===== src/rtl/dmx8_4bits_reg.sv =====
// Registered 4-bit 1-to-8 demultiplexer with per-lane valid flags.
// A word is written into the lane chosen by {s2,s1,s0} under a valid/ready
// handshake. The lane then holds the word until its consumer acknowledges it.
module dmx8_4bits_reg #(
  parameter int WIDTH = 4
) (
  input  logic             clk,
  input  logic             reset,
  input  logic [WIDTH-1:0] d,
  input  logic             s2,
  input  logic             s1,
  input  logic             s0,
  input  logic             in_valid,
  output logic             in_ready,
  output logic [WIDTH-1:0] y0,
  output logic [WIDTH-1:0] y1,
  output logic [WIDTH-1:0] y2,
  output logic [WIDTH-1:0] y3,
  output logic [WIDTH-1:0] y4,
  output logic [WIDTH-1:0] y5,
  output logic [WIDTH-1:0] y6,
  output logic [WIDTH-1:0] y7,
  output logic [7:0]       vld,
  input  logic [7:0]       ack,
  output logic [3:0]       occ,
  output logic             drop
);

  logic [2:0]       sel;
  logic             accept;
  logic             set_new;
  logic [7:0]       wr;
  logic [7:0]       clr;
  logic [7:0]       vld_reg;
  logic [7:0]       vld_next;
  logic [3:0]       occ_reg;
  logic [3:0]       occ_next;
  logic [3:0]       clr_cnt;
  logic             drop_reg;
  logic [WIDTH-1:0] lane_reg [8];

  assign sel = {s2, s1, s0};

  // A full lane can still take a word when its consumer drains it this cycle.
  assign in_ready = ~vld_reg[sel] | ack[sel];
  assign accept   = in_valid & in_ready;

  // An accept only grows occupancy when the target lane was empty.
  assign set_new  = accept & ~vld_reg[sel];

  genvar gi;
  generate
    for (gi = 0; gi < 8; gi++) begin : g_lane
      assign wr[gi]       = accept && (sel == 3'(gi));
      // A write to the same lane wins over the ack: old word consumed, new loaded.
      assign clr[gi]      = ack[gi] & vld_reg[gi] & ~wr[gi];
      assign vld_next[gi] = wr[gi] | (vld_reg[gi] & ~clr[gi]);

      // Lane data register: loads only on an accepted write to this lane.
      always_ff @(posedge clk or posedge reset) begin
        if (reset) begin
          lane_reg[gi] <= '0;
        end else if (wr[gi]) begin
          lane_reg[gi] <= d;
        end
      end
    end
  endgenerate

  // Occupancy update: add the newly filled lane, subtract drained lanes.
  always_comb begin
    clr_cnt = '0;
    for (int i = 0; i < 8; i++) begin
      clr_cnt = clr_cnt + {3'b000, clr[i]};
    end
    occ_next = occ_reg + {3'b000, set_new} - clr_cnt;
  end

  // Flag, occupancy and sticky-drop state.
  always_ff @(posedge clk or posedge reset) begin
    if (reset) begin
      vld_reg  <= '0;
      occ_reg  <= '0;
      drop_reg <= 1'b0;
    end else begin
      vld_reg  <= vld_next;
      occ_reg  <= occ_next;
      if (in_valid && !in_ready) begin
        drop_reg <= 1'b1;
      end
    end
  end

  assign vld  = vld_reg;
  assign occ  = occ_reg;
  assign drop = drop_reg;
  assign y0   = lane_reg[0];
  assign y1   = lane_reg[1];
  assign y2   = lane_reg[2];
  assign y3   = lane_reg[3];
  assign y4   = lane_reg[4];
  assign y5   = lane_reg[5];
  assign y6   = lane_reg[6];
  assign y7   = lane_reg[7];

endmodule


===== config.mk =====
export PLATFORM = sky130hd
export DESIGN_NAME = dmx8_4bits_reg
export DESIGN_NICKNAME = d
export VERILOG_FILES = /design/src/rtl/dmx8_4bits_reg.sv
export SDC_FILE = /design/constraint.sdc
export NUM_CORES = 1
export LEC_CHECK = 0
export BUFFER_PORTS_ARGS = -buffer_cell sky130_fd_sc_hd__buf_4
export CAP_MARGIN = 25
export CORE_AREA = 2 2 67 69
export CTS_CLUSTER_SIZE = 40
export DETAILED_ROUTE_END_ITERATION = 8
export DIE_AREA = 0 0 69 71
export PLACE_DENSITY = 0.87
export SYNTH_ARGS = -nofsm -noshare
export SYNTH_HDL_FRONTEND = slang
export SYNTH_SLANG_ARGS = --single-unit
export TNS_END_PERCENT = 1

===== constraint.sdc =====
create_clock -name clk -period 7.9 [get_ports clk]
set_clock_uncertainty 0.15 [all_clocks]
set_input_delay 1.58 -clock clk [delete_from_list [all_inputs] [get_ports clk]]
set_output_delay 1.58 -clock clk [all_outputs]
set_load 0.005 [all_outputs]

### Yosys cells after proc, flatten, opt, wreduce, memory -nomap -nowiden

Cells that the tools add are included.

* reduce and logical (&&, ||, !) cells: 11
* equal/unequal tests: 7
* order comparisons: 1
* add/subtract/negate cells: 9
* bitwise gates (word level): 52
* multiplexer cells: 4

Operators by type and width (count)
* $and A1 B1 Y1: 26
* $add A4 B1 Y4: 5
* $not A1 Y1: 17
* $eq A3 B3 Y1 const B: 4
* $logic_and A1 B1 Y1: 9
* $or A1 B1 Y1: 9
* $bmux W1 S3: 2
* $eq A3 B2 Y1 const B: 2
* $add A3 B1 Y4: 1
* $lt A3 B4 Y1 const B: 1
* $sub A4 B4 Y4: 1
* $add A2 B1 Y3: 1
* $eq A3 B1 Y1 const B: 1
* $logic_not A3 Y1: 1
* $add A1 B1 Y2: 1
* $mux W1: 2
* $logic_not A1 Y1: 1

* register bits: 45
* output and inout bits: 46
* input port bits: 18

### Longest topological paths before layout

* depth in word-level cells: 16
* depth in mapped cells: 17
* gate-level depth less buffers: 16

### Worst setup path after synthesis

No wires, ideal clock.

* kind: input -> register
* from: in s1
* to: reg occ_reg[3] (netlist: occ[3])
* required time: 7.625 ns
* stages: 17
* setup time: 0.125 ns
* path slack: 2.524 ns
* arrival: 5.101 ns
* cell sequence: buf_2 > mux4_2 > mux2_2 > a21oi_4 > nand3b_1 > fa_1 > inv_1 > fa_1 > inv_1 > fa_1 > inv_1 > fa_1 > inv_1 > ha_1 > ha_1 > xor2_1 > xnor2_1

* cells in the longest elaborated chain, start to end: 16

RTL lines
* start: declaration: line 11 `input logic s1,`
* $bmux W1 S3: line 45, 49
* $mux W1 (implied by the code): line 45, 49
* $not A1 Y1: line 45, 49
* $or A1 B1 Y1: line 45 `assign in_ready = ~vld_reg[sel] | ack[sel];`
* $and A1 B1 Y1: line 46 `assign accept = in_valid & in_ready;`
* $logic_and A1 B1 Y1: line 54 `assign wr[gi] = accept && (sel == 3'(gi));`
* $not A1 Y1: line 56 `assign clr[gi] = ack[gi] & vld_reg[gi] & ~wr[gi];`
* $and A1 B1 Y1: line 56
* $add A1 B1 Y2: line 74 `clr_cnt = clr_cnt + {3'b000, clr[i]};`
* $add A2 B1 Y3: line 74
* $add A3 B1 Y4: line 74
* $add A4 B1 Y4 (4 in series): line 74
* $sub A4 B4 Y4 (*): line 76 `occ_next = occ_reg + {3'b000, set_new} - clr_cnt;`
* via occ_next[3]: line 37 `logic [3:0] occ_next;`
* end signal: assignment: line 87 `occ_reg <= occ_next;`
* end: declaration: line 36 `logic [3:0] occ_reg;`

The timed path passes the listed nets; every way through them passes the cells marked *. The select of a mux whose other input is x is not followed.
A chain may end at the register's enable or synchronous reset.

### Worst setup path in the final report

* from: in s0
* to: reg occ_reg[3] (netlist: occ[3])

* cells in the longest elaborated chain, start to end: 16

RTL lines
* start: declaration: line 12 `input logic s0,`
* $bmux W1 S3: line 45, 49
* $mux W1 (implied by the code): line 45, 49
* $not A1 Y1: line 45, 49
* $or A1 B1 Y1: line 45
* $and A1 B1 Y1: line 46
* $logic_and A1 B1 Y1: line 54
* $not A1 Y1: line 56
* $and A1 B1 Y1: line 56
* $add A1 B1 Y2: line 74
* $add A2 B1 Y3: line 74
* $add A3 B1 Y4: line 74
* $add A4 B1 Y4 (4 in series): line 74
* $sub A4 B4 Y4 (*): line 76
* via occ_next[3]: line 37

Marked as above.

==> impl_metrics.ini <==
[power_and_ir_drop]
p_int_uw = 526
power_switching_uw = 212
p_seq_share_pct = 43.6
finalPower_uw = 738
ir_worst_vdd_v = 0.000159
leakage_uw = 0.00140
p_comb_share_pct = 31.8
swShare_pct = 28.7
power_density_nw_per_um2 = 257
clockPowerShare_pct = 24.7

[critical_path]
critPathLaunch = s0
crit_arrival_ps = 5520
critPathKind = in -> reg
cp-end-kind = flop
cp_max_fo = 12
start_kind = input pin
worstPathRequired_ps = 7940
reg2reg_from = vld[3]$_DFF_PP0_

[cts]
numCtsBuffers = 5
root_buffer = clkbuf_8
htreeDepth = 2
cts_resized = 0
path_clk_slew_ps = 80
cts_num_sinks = 45
clock_path_buffers = 2
cts_tree = done
ctsHoldBuffers = 0
cts_setup_buffers = 0
insertion_delay_ps = 290

[sta]
timing.final.crit_period_ps = 5480
finalHoldViolCount = 0
relSlewSlack_pct = 63.0
fmax_mhz = 182
rsz0062_at_grt = no
setup_viol = 0
period_share_pct = 69.4
final.setup.tns_ps = 0
tightest_slew_ps = 556
maxSlewViolCount = 0

[flow_run]
cap_violations = 0

[yosys]
ys_warn_count = 0
avgSynthCellArea_um2 = 13.8
ys_seq_area_share_pct = 50.8
ys_types = 31
synthesis.area_um2 = 2220
synth_top_area_cell = dfrtp_1
synthCells = 161
ys_top_cells_by_area = dfrtp_1, mux2_1, fa_1, ha_1, mux2_2
yosysTopAreaCellShare_pct = 50.8
synth-seq-cells = 45
synth_fp_nets = 192

[die]
rows = 24
core_um2 = 4200
die_area_um2 = 4900
start_util_pct = 52.7
ios = 64
die_w_um = 69
die_h_um = 71

[final_layout]
layout.nets = 261
ff_latch_area_um2 = 1130
drive_gt1_share_pct = 39.0
multi_input_area_um2 = 1010
area_delta_synth_final_pct = 29.6
fill_cells = 322
largest_reg_flops = 8
n_antenna_cell = 0

[grt]
grt_usage_pct = 21.4
grt_pass1_wl_um = 8100
grt_pass1_vias = 1611
grt_max_degree = 46
grt_antenna_before_repair = 0
grt_overflow = 0

[detailed_routing]
vias_per_cell = 5.41
num_vias = 1532
drtPass1Iterations = 4
routedWlPerCell_um = 17.4
first_iter_violations = 108
wirelength_um = 4920
drc = 0
postRouteAntennaNets = 0

[outcome]
status = completed

[worst_hold_path]
hold_class = reg -> reg
hold_start = drop$_DFFE_PP0P_

[place]
globalplace.congestion = 0.902
dp_hpwl_um = 3740
port_buffers = 63
-- synth_stat cells --
cell type  count
o21ai_2        2
mux2i_4        1
and2_1         1
ha_1           7
nand4b_1       1
mux2i_1        1
nor3b_1        1
inv_1         19
o21ai_1        1
a21oi_4        3
mux2_1        28
mux4_2         3
nand3b_1       4
nand2b_1       1
nand4_1        2
nand3_1        5
a21o_1         4
o2111ai_2      1
dfrtp_1       45
xor2_1         1
xnor2_1        2
nand2_1        2
fa_1           6
o21ai_0        4
nor2_1         2
buf_2          2
or2_2          1
a41o_1         1
nor3_1         2
o21a_1         1
mux2_2         7
-- layout make-up --
type,count,share of cell area (%)
Clock buffer,6,2.87
Timing Repair Buffer,64,16.7
Multi-Input combinational cell,95,35.1
Inverter,19,2.48
Sequential cell,45,39.2
Tap cell,52,2.26
Clock inverter,2,1.31
-- logic make-up (layout without fill, tap and decap cells) --
group	Yosys count	after routing	share of synthesized area [%]
AO/OA/AOI/OAI	17	17	6.94
adder cells (fa/ha/maj)	13	13	9.37
XOR/XNOR	3	3	1.19
multiplexers	40	40	22.3
flip-flops	45	45	50.8
buffers and inverters	21	91	3.67
AND/OR/NAND/NOR	22	22	5.76
-- per-stage QoR --
step	hold WS (ps)	worst slack, ps	cells	instance area [um2]	utilization (%)
final	337	2420	283	2870	68.3
after global routing	368	2220	283	2870	68.3
after CTS	349	2390	283	2870	68.3
after detailed placement	330	2080	275	2750	65.5
after global placement	307	2210	275	2750	65.5
after floorplan	310	2520	161	2220	-
-- worst max-delay path: stages --
cell,delay (ps)
buf_4,170
mux4_2,570
mux2i_4,280
o21a_1,310
nand3b_1,170
fa_1,180
inv_1,60
fa_1,500
inv_1,50
fa_1,360
inv_1,100
fa_1,410
inv_1,70
ha_1,230
ha_1,210
xor2_1,150
xnor2_1,120
-- routing by layer --
metal,up-vias,GRT usage [%],share of wire (%)
met5,-,0,0
met4,0,6.32,1.6
met3,11,6.55,6.5
met2,55,36.1,51
met1,768,26.9,41
li1,698,-,-
-- path summary, 6_finish.rpt --
kind / to / slack, ps / cells after the start
worst max-delay path: occ[3]$_DFF_PP0_ / 2420 / 17
worst min-delay path: drop$_DFFE_PP0P_ / 340 / 1
worst max register to register: occ[3]$_DFF_PP0_ / 3480 / 16
worst min register to register: drop$_DFFE_PP0P_ / 340 / 1
max in group asynchronous: vld[4]$_DFF_PP0_ / 5960 / 3
min in group asynchronous: occ[1]$_DFF_PP0_ / 1260 / 3
-- power groups by stage --
stage          combinational [uW]  sequential, uW  clock [uW]
4_1_cts                       238             322         183
6_report                      234             322         182
3_5_place_dp                  231             326           0
2_1_floorplan                 103             325           0
5_1_grt                       262             330         193
3_3_place_gp                  224             325           0
-- cells in the final DEF (no fill, tap or decap), types with 2 or more instances in the layout --
cell type and n:
ha_1 7, o21ai_0 4, nor2_1 2, fa_1 6, nand3_1 5, o21ai_2 2
buf_4 64, a21oi_4 3, mux4_2 3, mux2_1 28, inv_1 18, dfrtp_1 45
a21o_1 4, nand4_1 2, xnor2_1 2, nor3_1 2, clkbuf_8 6, nand3b_1 4
nand2_1 2, mux2_2 7
Power figures use the tool's default switching activity.
